==> src/rtl/mux8_out_fifo.sv <==
// rtl/mux8_out_fifo.sv - 4-entry byte buffer behind the mux8sch selector output
//
// Purpose: captures bytes from the 8-bit 2:1 selector stage and holds them for
// a slower consumer. Registered read data, occupancy count, full/empty status
// and sticky overflow/underflow flags.
//
// Ports:
//   CLK       in            clock, rising edge
//   RST       in            synchronous active-high reset
//   WR_EN     in            push request, DIN sampled on the same edge
//   DIN       in  [WIDTH]   write data
//   RD_EN     in            pop request
//   DOUT      out [WIDTH]   registered read data, holds when no pop
//   FULL      out           occupancy == DEPTH
//   EMPTY     out           occupancy == 0
//   COUNT     out [AW+1]    occupancy 0..DEPTH
//   OVERFLOW  out           sticky, a push was rejected
//   UNDERFLOW out           sticky, a pop was rejected
module mux8_out_fifo #(
  parameter int WIDTH = 8,
  parameter int DEPTH = 4,
  parameter int AW    = 2
) (
  input  logic             CLK,
  input  logic             RST,
  input  logic             WR_EN,
  input  logic [WIDTH-1:0] DIN,
  input  logic             RD_EN,
  output logic [WIDTH-1:0] DOUT,
  output logic             FULL,
  output logic             EMPTY,
  output logic [AW:0]      COUNT,
  output logic             OVERFLOW,
  output logic             UNDERFLOW
);

  localparam logic [AW-1:0] PTR_ONE = AW'(1);
  localparam logic [AW:0]   CNT_ONE = (AW+1)'(1);
  localparam logic [AW:0]   CNT_MAX = (AW+1)'(DEPTH);

  logic [WIDTH-1:0] mem [DEPTH];
  logic [AW-1:0]    wp;
  logic [AW-1:0]    rp;
  logic [AW:0]      count;
  logic             wr_ok;
  logic             rd_ok;

  // Status decodes from the count register only, so no input reaches an output.
  assign FULL  = (count == CNT_MAX);
  assign EMPTY = (count == '0);
  assign COUNT = count;

  // A push into a full buffer is allowed when a pop frees a slot on the same edge.
  // A full buffer is never empty, so that pop is always accepted.
  always_comb begin
    wr_ok = WR_EN && (!FULL || RD_EN);
    rd_ok = RD_EN && !EMPTY;
  end

  // Storage has no reset; its contents are meaningless until written.
  always_ff @(posedge CLK) begin
    if (!RST && wr_ok) begin
      mem[wp] <= DIN;
    end
  end

  always_ff @(posedge CLK) begin
    if (RST) begin
      wp        <= '0;
      rp        <= '0;
      count     <= '0;
      DOUT      <= '0;
      OVERFLOW  <= 1'b0;
      UNDERFLOW <= 1'b0;
    end else begin
      if (wr_ok) begin
        wp <= wp + PTR_ONE;
      end
      if (rd_ok) begin
        DOUT <= mem[rp];
        rp   <= rp + PTR_ONE;
      end
      if (wr_ok && !rd_ok) begin
        count <= count + CNT_ONE;
      end else if (rd_ok && !wr_ok) begin
        count <= count - CNT_ONE;
      end
      if (WR_EN && !wr_ok) begin
        OVERFLOW <= 1'b1;
      end
      if (RD_EN && !rd_ok) begin
        UNDERFLOW <= 1'b1;
      end
    end
  end

endmodule

==> config.mk <==
export PLATFORM = sky130hd
export DESIGN_NAME = mux8_out_fifo
export DESIGN_NICKNAME = d
export VERILOG_FILES = /design/src/rtl/mux8_out_fifo.sv
export SDC_FILE = /design/constraint.sdc
export NUM_CORES = 1
export LEC_CHECK = 0
export ABC_AREA = 1
export CORE_UTILIZATION = 50
export CTS_CLUSTER_DIAMETER = 60
export DETAILED_ROUTE_END_ITERATION = 10
export PLACE_DENSITY = 0.76
export SETUP_SLACK_MARGIN = 0.2
export SYNTH_ARGS = -nofsm -noshare
export SYNTH_HDL_FRONTEND = slang
export SYNTH_SLANG_ARGS = --single-unit
==> constraint.sdc <==
create_clock -name CLK -period 1.7 [get_ports CLK]
set_input_delay 0.34 -clock CLK [delete_from_list [all_inputs] [get_ports CLK]]
set_output_delay 0.34 -clock CLK [all_outputs]
set_load 0.05 [all_outputs]
After elaboration in Yosys (flattened, before gate mapping) --
Memory sizes are Yosys's and may differ from the RTL's. A register that Yosys moved wholly into a read port is not among the register bits. Cells that the tools add are included.
Word-level totals: register bits 9, bits in latches 0, bits in writable memories 32, bits in read-only memories 0, bits of input ports 12, logic and storage cells 30, memories kept 1
Cells by class: $add $sub $neg 4, $mul 0, div/mod/pow operators 0, $lt $le $gt $ge 0, eq/ne operators 1, shift-type cells 0, muxes and demuxes 4, bitwise operators 0, reductions and logical operators 15
Memories:
- mem | words 4, width 8, rd ports 1, clocked after memory_dff 1, wr ports 1, RTL line 41 | logic [WIDTH-1:0] mem [DEPTH];
Operators by type and width (number):
- $logic_and 1x1->1 | 7
- $mux 3 | 2
- $logic_not 1->1 | 5
- $add 2x1->2 const B | 2
- $add 3x1->3 const B | 1
- $eq 3x3->1 const B | 1
- $logic_not 3->1 | 1
- $sub 3x1->3 const B | 1
- $mux 1 | 2
- $reduce_bool 2->1 | 1
- $logic_or 1x1->1 | 1

Longest topological paths before layout --
Gate-level depths: netlist of run 1.
depth in word-level cells 8, gate-level depth with buffers 13, depth with buffers taken out 13

Worst setup path after synthesis of run 1 --
No wires, ideal clock.
path kind register to output, from reg count[2] (netlist: COUNT[2]), to out FULL, arrival 1947 ps, required time 1360 ps, path slack -587 ps, cell stages (with the launch flop) 3, buffers on the path 0, cell sequence dfxtp_1 inv_1 nor3_1
On the way: cells in the longest elaborated chain, start to end 1
Ends and longest elaborated chain:
- start, declared | RTL line 44 | logic [AW:0] count;
- start signal, assigned | RTL line 84 | count <= count + CNT_ONE;
- start signal, assigned | RTL line 86 | count <= count - CNT_ONE;
- $eq 3x3->1 | RTL line 49 | assign FULL = (count == CNT_MAX);
- end, declared | RTL line 30 | output logic FULL,
No other way between the ends.

Final worst setup path of run 1 --
from reg count[1] (netlist: COUNT[1]), to out EMPTY
On the way: cells in the longest elaborated chain, start to end 1
Ends and longest elaborated chain:
- $logic_not 3->1 | RTL line 50 | assign EMPTY = (count == '0);
- end, declared | RTL line 31 | output logic EMPTY,
No other way between the ends.

==> results.md, run 1 <==
Outcome:
- The flow ran to the end, and the final reports show no timing, DRC or antenna violations.

CTS:
- The number of clock sinks is about 50.
- TritonCTS built the clock tree.
- The clock latency on the worst-skew pair is 0.31 ns.
- The clock-pin slew on the worst setup and hold paths is 0.09 ns.
- In this run the clock root is driven by a sky130_fd_sc_hd__clkbuf_8.
- The number of buffers inserted by hold repair at cts is 0.
- Buffers inserted during clock tree synthesis total 5.
- The clock tree buffer depth is 2.
- The H-tree depth is 2.

Detailed routing:
- The via total after detailed routing is 1655.
- In the routed design, unresolved DRC markers number 0.
- The count of routing violations after the opening detailed-route iteration is 96.
- The number of detailed-routing iterations run before antenna repair is 4.
- The number of routed nets with antenna violations is 0.
- The detailed-route vias per instance is between 4 and 5.
- After detailed routing, the average wire length per cell comes to 12.18 um.
- Summed over all layers, the routed wires come to 4335 um.

Yosys:
- The synthesized design contains 32 enable-type register cells.
- The simple-gate share of the synthesized area is 0.2453.
- The net count of the mapped netlist is 269.
- The portion of synthesized area spent on multiplexers is 0.
- Of the synthesized area, sequential elements account for 0.5746.
- The combinational family with the most area after synthesis is simple AND/OR/NAND/NOR gates.
- Of the total synthesized cell area, the portion taken by full adders, half adders and majority gates is 0.03646.
- Counting distinct cell types in the post-synthesis netlist gives 28.
- Counting flops and latches in the post-synthesis netlist gives roughly 50.
- The Yosys warning count is 0.
- The average cell area after synthesis is about 9 sq um.
- The most used flip-flop cell after synthesis is sky130_fd_sc_hd__edfxtp_1.
- The share of synthesized flip-flops with an asynchronous set or reset is 0.
- The number of cells produced by synthesis is 251.
- Of the total synthesized cell area, the portion taken by XOR and XNOR cells is 0.003867.
- The fraction of the mapped netlist area in compound gates came to 0.01823.
- The combined area of all synthesized cells is 2265 sq um.

Timing:
- The headroom to the max-slew limit is 0.5932.
- In the finished design, the share of the clock period the worst path needs comes to 0.9870.
- The worst hold margin is 0.4626 ns.
- The total negative slack for setup checks is 0 ns.
- The largest clock skew in the final design is 0.01047 ns.
- The number of failing hold endpoints at the final stage came to 0.
- The slew of the pin with the lowest slew margin is 0.6093 ns.
- The clock period minus worst slack is 1.678 ns.
- The number of setup violations in the final report is 0.
- Setup repair after global routing could not meet its margin everywhere.
- The worst setup slack after layout is 0.02205 ns.
- Static timing analysis puts the maximum clock frequency at 596.0 MHz.
- The final number of max-transition violations is 0.

Global route:
- For this run, the total global-route usage over all layers was measured as 0.2000.
- The via count of the first global-routing pass is around 1600.
- The global-route wire length before repair is 7424 um.
- The number of antenna violations at the first check in global routing came to 0.
- Entering global routing, the biggest net connects 19 pins.
- The total grt overflow is 0.

Floorplanning:
- The initial utilization of the core area, before any placement, comes to 0.5201.
- The core region is 4354 sq um.
- The site row count is 24.
- The floorplan step defined a die boundary enclosing 4802 sq um.
- The die boundary height is between 60 and 70 um.
- The number of ports placed on the die boundary is 27.
- From left edge to right edge, the die measures between 60 and 70 um.

Power:
- Power spread over the standard cell area amounts to around 1500 nW/um^2.
- The leakage power figure is 1.359 nW.
- The largest voltage drop on the vdd net is roughly 560 uV.
- Overall power consumption after layout is estimated at 4.267 mW.

Layout:
- Leaving out fill and tap cells, the most frequent cells in the layout are sky130_fd_sc_hd__nand2_1 (65), sky130_fd_sc_hd__inv_1 (51), sky130_fd_sc_hd__buf_4 (35).
- The area growth from synthesis to layout is 27.51%.
- In the final design database the tool counted between 300 and 400 nets.
- Summing all non-filler instances in the final layout gives an area of roughly 2900 sq um.
- The share of final-layout standard cells stronger than drive strength 1 is 0.2401.
- The library cell used most frequently in the layout, excluding fill and tap cells, is sky130_fd_sc_hd__nand2_1.
- The number of diodes added for antenna fixing is 0.

Placed design:
- The area after detailed placement is 2714 sq um.
- Before CTS, the worst setup slack after placement is -0.3381 ns.
- The last weighted congestion value of the routability-driven placer is 0.7775.
- The wire-length estimate of the detail-placed layout is 2978 um.
- Input and output buffers added on the ports amount to 26.

Hold path:
- The tightest min-delay check is of the reg2reg type.

Worst setup path:
- The type of destination of the critical path is an output pin.
- The worst setup path is launched from a flip-flop.
- In this run the worst path has a maximum fanout of 3.
- The arrival time at the worst endpoint is between 1 and 1.5 ns.
- The required time of the critical path is between 1 and 1.5 ns.
- The type of the worst setup path is reg2out.

Run:
- Max-cap violations in this run came to 0.
==> per-stage QoR <==
stage,cells,utilization
floorplan,251,-
global placement,341,0.6233
detailed placement,341,0.6233
CTS,353,0.6557
global route,356,0.6632
finish,356,0.6632
==> critical path: stages, from the launching register on <==
cell and delay [ns]:
sky130_fd_sc_hd__dfxtp_4 0.36, sky130_fd_sc_hd__nor2_4 0.16, sky130_fd_sc_hd__nand2_4 0.09, sky130_fd_sc_hd__buf_4 0.14, sky130_fd_sc_hd__buf_6 0.11, sky130_fd_sc_hd__inv_4 0.05, sky130_fd_sc_hd__buf_12 0.12
==> area by class of cell <==
type,count,area [sq um]
flip-flops and latches,49,1313
clock buffers,7,97.59
well taps,52,65.06
multi-input cells,138,715.7
fillers,323,1466
repair buffers,51,462.9
clock inverters,1,8.758
inverters,58,225.2
==> logic make-up (layout without fill, tap and decap cells) <==
logic type	after synthesis	after routing
AND/OR/NAND/NOR	124	124
buffers and inverters	64	117
flip-flops	49	49
AO/OA/AOI/OAI	7	7
adder cells (fa/ha/maj)	6	6
XOR/XNOR	1	1
==> registers in the layout, indices dropped and copies added, names as in the netlist <==
| signal | flops |
|---|---|
| mem | 32 |
| wp | 2 |
| DOUT | 8 |
| OVERFLOW | 1 |
| rp | 2 |
| COUNT | 3 |
| UNDERFLOW | 1 |
==> report_power, final <==
part / switching [mW] / total (mW) / internal, mW / leakage, nW
registers: 0.135 / 1.58 / 1.44 / 0.433
logic: 1.17 / 1.91 / 0.742 / 0.873
clock network: 0.393 / 0.776 / 0.383 / 0.0536
==> metal layers <==
layer / routed length (um) / part of all wire / GRT usage
met1: 1857 / 0.43 / 0.2441
met4: 102 / 0.024 / 0.07937
met2: 2235 / 0.52 / 0.3376
met5: 0 / 0 / 0
met3: 139 / 0.032 / 0.05233
==> cell usage after synthesis (2+ instances only) <==
cell type,n,share of area
sky130_fd_sc_hd__a21oi_1,4,0.0088
sky130_fd_sc_hd__buf_2,2,0.0044
sky130_fd_sc_hd__buf_6,2,0.0099
sky130_fd_sc_hd__dfxtp_1,17,0.15
sky130_fd_sc_hd__edfxtp_1,32,0.42
sky130_fd_sc_hd__ha_1,5,0.028
sky130_fd_sc_hd__inv_1,54,0.090
sky130_fd_sc_hd__inv_2,2,0.0033
sky130_fd_sc_hd__nand2_1,66,0.11
sky130_fd_sc_hd__nand2_2,2,0.0055
sky130_fd_sc_hd__nand2_4,2,0.0099
sky130_fd_sc_hd__nand3_1,21,0.046
sky130_fd_sc_hd__nor2_1,24,0.040
sky130_fd_sc_hd__nor2_2,4,0.011
==> final timing paths <==
path / depth (start not counted) / endpoint / slack (ns) / startpoint
worst max-delay path: 6 / EMPTY / 0.02 / COUNT[1]$_SDFFE_PP0P_
worst min register to register: 2 / OVERFLOW$_SDFFE_PP0P_ / 0.46 / OVERFLOW$_SDFFE_PP0P_
worst min-delay path: 2 / OVERFLOW$_SDFFE_PP0P_ / 0.46 / OVERFLOW$_SDFFE_PP0P_
worst max register to register: 9 / COUNT[1]$_SDFFE_PP0P_ / 0.03 / COUNT[1]$_SDFFE_PP0P_
==> what timing repair did <==
item | CTS | global route
setup endpoints to repair | 32 | 4
buffers inserted | 4 | 3
gates resized for setup | 4 | 3
pin swaps | 2 | 4
No activity file was read; power rests on OpenSTA's default activity.
==> run 2, diff against run 1 <==
--- a/config.mk
+++ b/config.mk
@@ -14,3 +14,4 @@
 export SYNTH_ARGS = -nofsm -noshare
 export SYNTH_HDL_FRONTEND = slang
 export SYNTH_SLANG_ARGS = --single-unit
+export TNS_END_PERCENT = 10
==> run 2 against run 1 <==
Clock power is 1% lower. Via count stayed put. Critical endpoint unchanged. Non-clock buffer count down 2. Largest power group unchanged.
==> results.md, run 2 (synthesized netlist as in run 1, its figures left out) <==
Floorplanning:
- The core outline area was 4354 sq um (unchanged).
- The die extent in x is 69.30 um (unchanged).
- The number of ports placed on the die boundary is 27 (unchanged).
- The die boundary height is 69.30 um (unchanged).
- The site row count was 24 (unchanged).
- The initial core utilization came to 0.5201 (unchanged).
- The die footprint is 4802 sq um (unchanged).

Layout:
- The synthesis-to-finish area growth is 26.74% (was 27.51%).
- The count of filler cells inserted in the layout is 329 (was 323).
- The largest register by flop count is mem (unchanged).
- The non-filler instance count after layout is 354 (was 356).
- The most frequent standard cell in the layout excluding fill and tap cells is sky130_fd_sc_hd__nand2_1 (unchanged).
- The share of final-layout standard cells stronger than drive strength 1 is 0.2351 (was 0.2401).
- The number of diodes added for antenna fixing was 0 (unchanged).
- The total number of nets in the final design is 319 (was 321).
- The final core utilization is 0.6592 (was 0.6632).
- The flip-flop count of the largest register, all copies and words added came to 32 (unchanged).
- Most frequent cells in the layout: sky130_fd_sc_hd__nand2_1 (65), sky130_fd_sc_hd__inv_1 (51), sky130_fd_sc_hd__buf_4 (33) (was sky130_fd_sc_hd__nand2_1 (65), sky130_fd_sc_hd__inv_1 (51), sky130_fd_sc_hd__buf_4 (35)).
- The cell area after layout is 2870 sq um (was 2888 sq um).

CTS:
- The clock-pin slew on the worst setup and hold paths was 0.09 ns (about the same).
- The clock root buffer master is sky130_fd_sc_hd__clkbuf_8 (unchanged).
- The number of buffers created by CTS is 5 (unchanged).
- The number of clock sinks is 49 (unchanged).
- The clock latency on the worst-skew pair is 0.30 ns (was 0.31 ns).
- The H-tree depth is 2 (unchanged).
- The TritonCTS clock tree is built (unchanged).
- The clock tree buffer depth came to 2 (unchanged).

Detailed routing:
- The count of routing violations after the opening detailed-route iteration is 82 (was 96).
- The number of detailed-routing iterations run before antenna repair is 4 (unchanged).
- The detailed-route vias per instance was 4.675 (was 4.649).
- The via total after detailed routing was 1655 (unchanged).
- The routed length per placed instance is 11.95 um (was 12.18 um).
- The final routed wirelength across all metal layers is 4231 um (was 4335 um).
- The number of routed nets with antenna violations is 0 (unchanged).
- The remaining design rule violation count is 0 (unchanged).

Global route:
- The maximum number of pins on one net before global-route repair came to 19 (unchanged).
- The number of antenna violations at the first check in global routing was 0 (unchanged).
- The global-route usage over all layers came to 0.2000 (unchanged).
- The via count of the first global-routing pass is 1620 (unchanged).
- The total grt overflow is 0 (unchanged).
- The global-route wire length before repair is 7424 um (unchanged).

Worst setup path:
- The maximum net fanout on the critical path was 3 (unchanged).
- The required time of the critical path is 1.36 ns (about the same).
- The highest-delay cell along the critical path is sky130_fd_sc_hd__dfxtp_4 (unchanged).
- CP cell instances: nor2_4, nand2_4, buf_4, buf_6, inv_4, buf_12 (unchanged).
- The slack of the worst reg-to-reg path is 0.06 ns (was 0.03 ns).
- The type of destination of the critical path is an output pin (unchanged).
- The type of the worst setup path is reg2out (unchanged).
- The largest stage delay on the critical path is 0.36 ns (about the same).
- The startpoint type of the worst setup path is a flip-flop (unchanged).
- The arrival time at the worst endpoint is 1.33 ns (was 1.34 ns).

Power:
- The leakage power figure was 1.350 nW (was 1.359 nW).
- The largest voltage drop on the vdd net is 564.7 uV (was 561.5 uV).
- The total power per unit cell area came to 1474 nW/um^2 (was 1478 nW/um^2).

Placed design:
- The placed wire-length estimate after detailed placement was 2978 um (unchanged).
- The area after detailed placement is 2714 sq um (unchanged).
- The instance count after placement with tap cells included was 341 (unchanged).
- The last weighted congestion value of the routability-driven placer came to 0.7775 (unchanged).
- The count of buffers inserted at the top-level ports is 26 (unchanged).

Timing:
- The number of setup violations in the final report came to 0 (unchanged).
- The total negative slack for setup checks came to 0 ns (unchanged).
- The number of failing hold endpoints at the final stage is 0 (unchanged).
- The largest clock skew in the final design came to 0.01046 ns (was 0.01047 ns).
- The headroom to the max-slew limit is 0.6012 (was 0.5932).
- The clock period minus worst slack is 1.671 ns (was 1.678 ns).
- The final number of max-transition violations came to 0 (unchanged).
- The worst hold margin is 0.4624 ns (was 0.4626 ns).
- The slew of the pin with the lowest slew margin is 0.5974 ns (was 0.6093 ns).
- The maximum clock frequency was 598.5 MHz (was 596.0 MHz).
- Setup repair after global routing missed its margin: true (unchanged).
- The share of the clock period used by the worst path is 0.9829 (was 0.9870).

Run:
- The number of maximum-capacitance constraint violations is 0 (unchanged).

Outcome:
- Outcome: finished clean (unchanged).

Hold path:
- The worst hold path class is reg2reg (unchanged).
run 2: timing repair:
action                     in CTS  in global routing
resized for setup               4                  2
setup endpoints to repair      32                  4
hold buffers                    0                  0
buffers inserted                4                  1
pin swaps                       2                  2
run 2: cell type report:
class	instances	area, sq um	share of cell area
Clock inverter	1	8.758	0.003051
Sequential cell	49	1313	0.4573
Timing Repair Buffer	49	447.9	0.1561
Inverter	58	222.7	0.07759
Multi-Input combinational cell	138	715.7	0.2493
Tap cell	52	65.06	0.02267
Clock buffer	7	97.59	0.03400
run 2: path summary, 6_finish.rpt:
| kind | from | endpoint | depth (start not counted) |
|---|---|---|---|
| setup reg to reg | COUNT[1]$_SDFFE_PP0P_ | COUNT[1]$_SDFFE_PP0P_ | 9 |
| hold reg to reg | OVERFLOW$_SDFFE_PP0P_ | OVERFLOW$_SDFFE_PP0P_ | 2 |
| setup / recovery | COUNT[1]$_SDFFE_PP0P_ | EMPTY | 6 |
| hold / removal | OVERFLOW$_SDFFE_PP0P_ | OVERFLOW$_SDFFE_PP0P_ | 2 |
run 2: stage by stage:
| stage | worst slack (ns) | power (mW) |
|---|---|---|
| detailed placement | -0.3381 | 3.370 |
| global route | -0.04234 | 4.511 |
| CTS | 0.07975 | 4.226 |
| finish | 0.02915 | 4.231 |
| global placement | -0.3084 | 3.328 |
| floorplan | -0.06168 | 2.844 |
run 2: power breakdown:
part           total, mW  switching (mW)  internal [mW]
combinational       1.89            1.16          0.727
sequential          1.58           0.132           1.44
clock              0.767           0.384          0.383
run 2: critical path, delay by kind of cell (launching register included):
family | cells | cell delay [ns]
DFF | 1 | 0.36
and+or+nand+nor | 2 | 0.25
buffers and inverters | 4 | 0.42
run 2: routing by layer:
metal	vias to the layer above	track usage	routed length, um
met5	-	0	0
met4	0	0.07937	87
met3	9	0.05233	151
met2	33	0.3376	2187
met1	755	0.2441	1805
li1	858	-	-
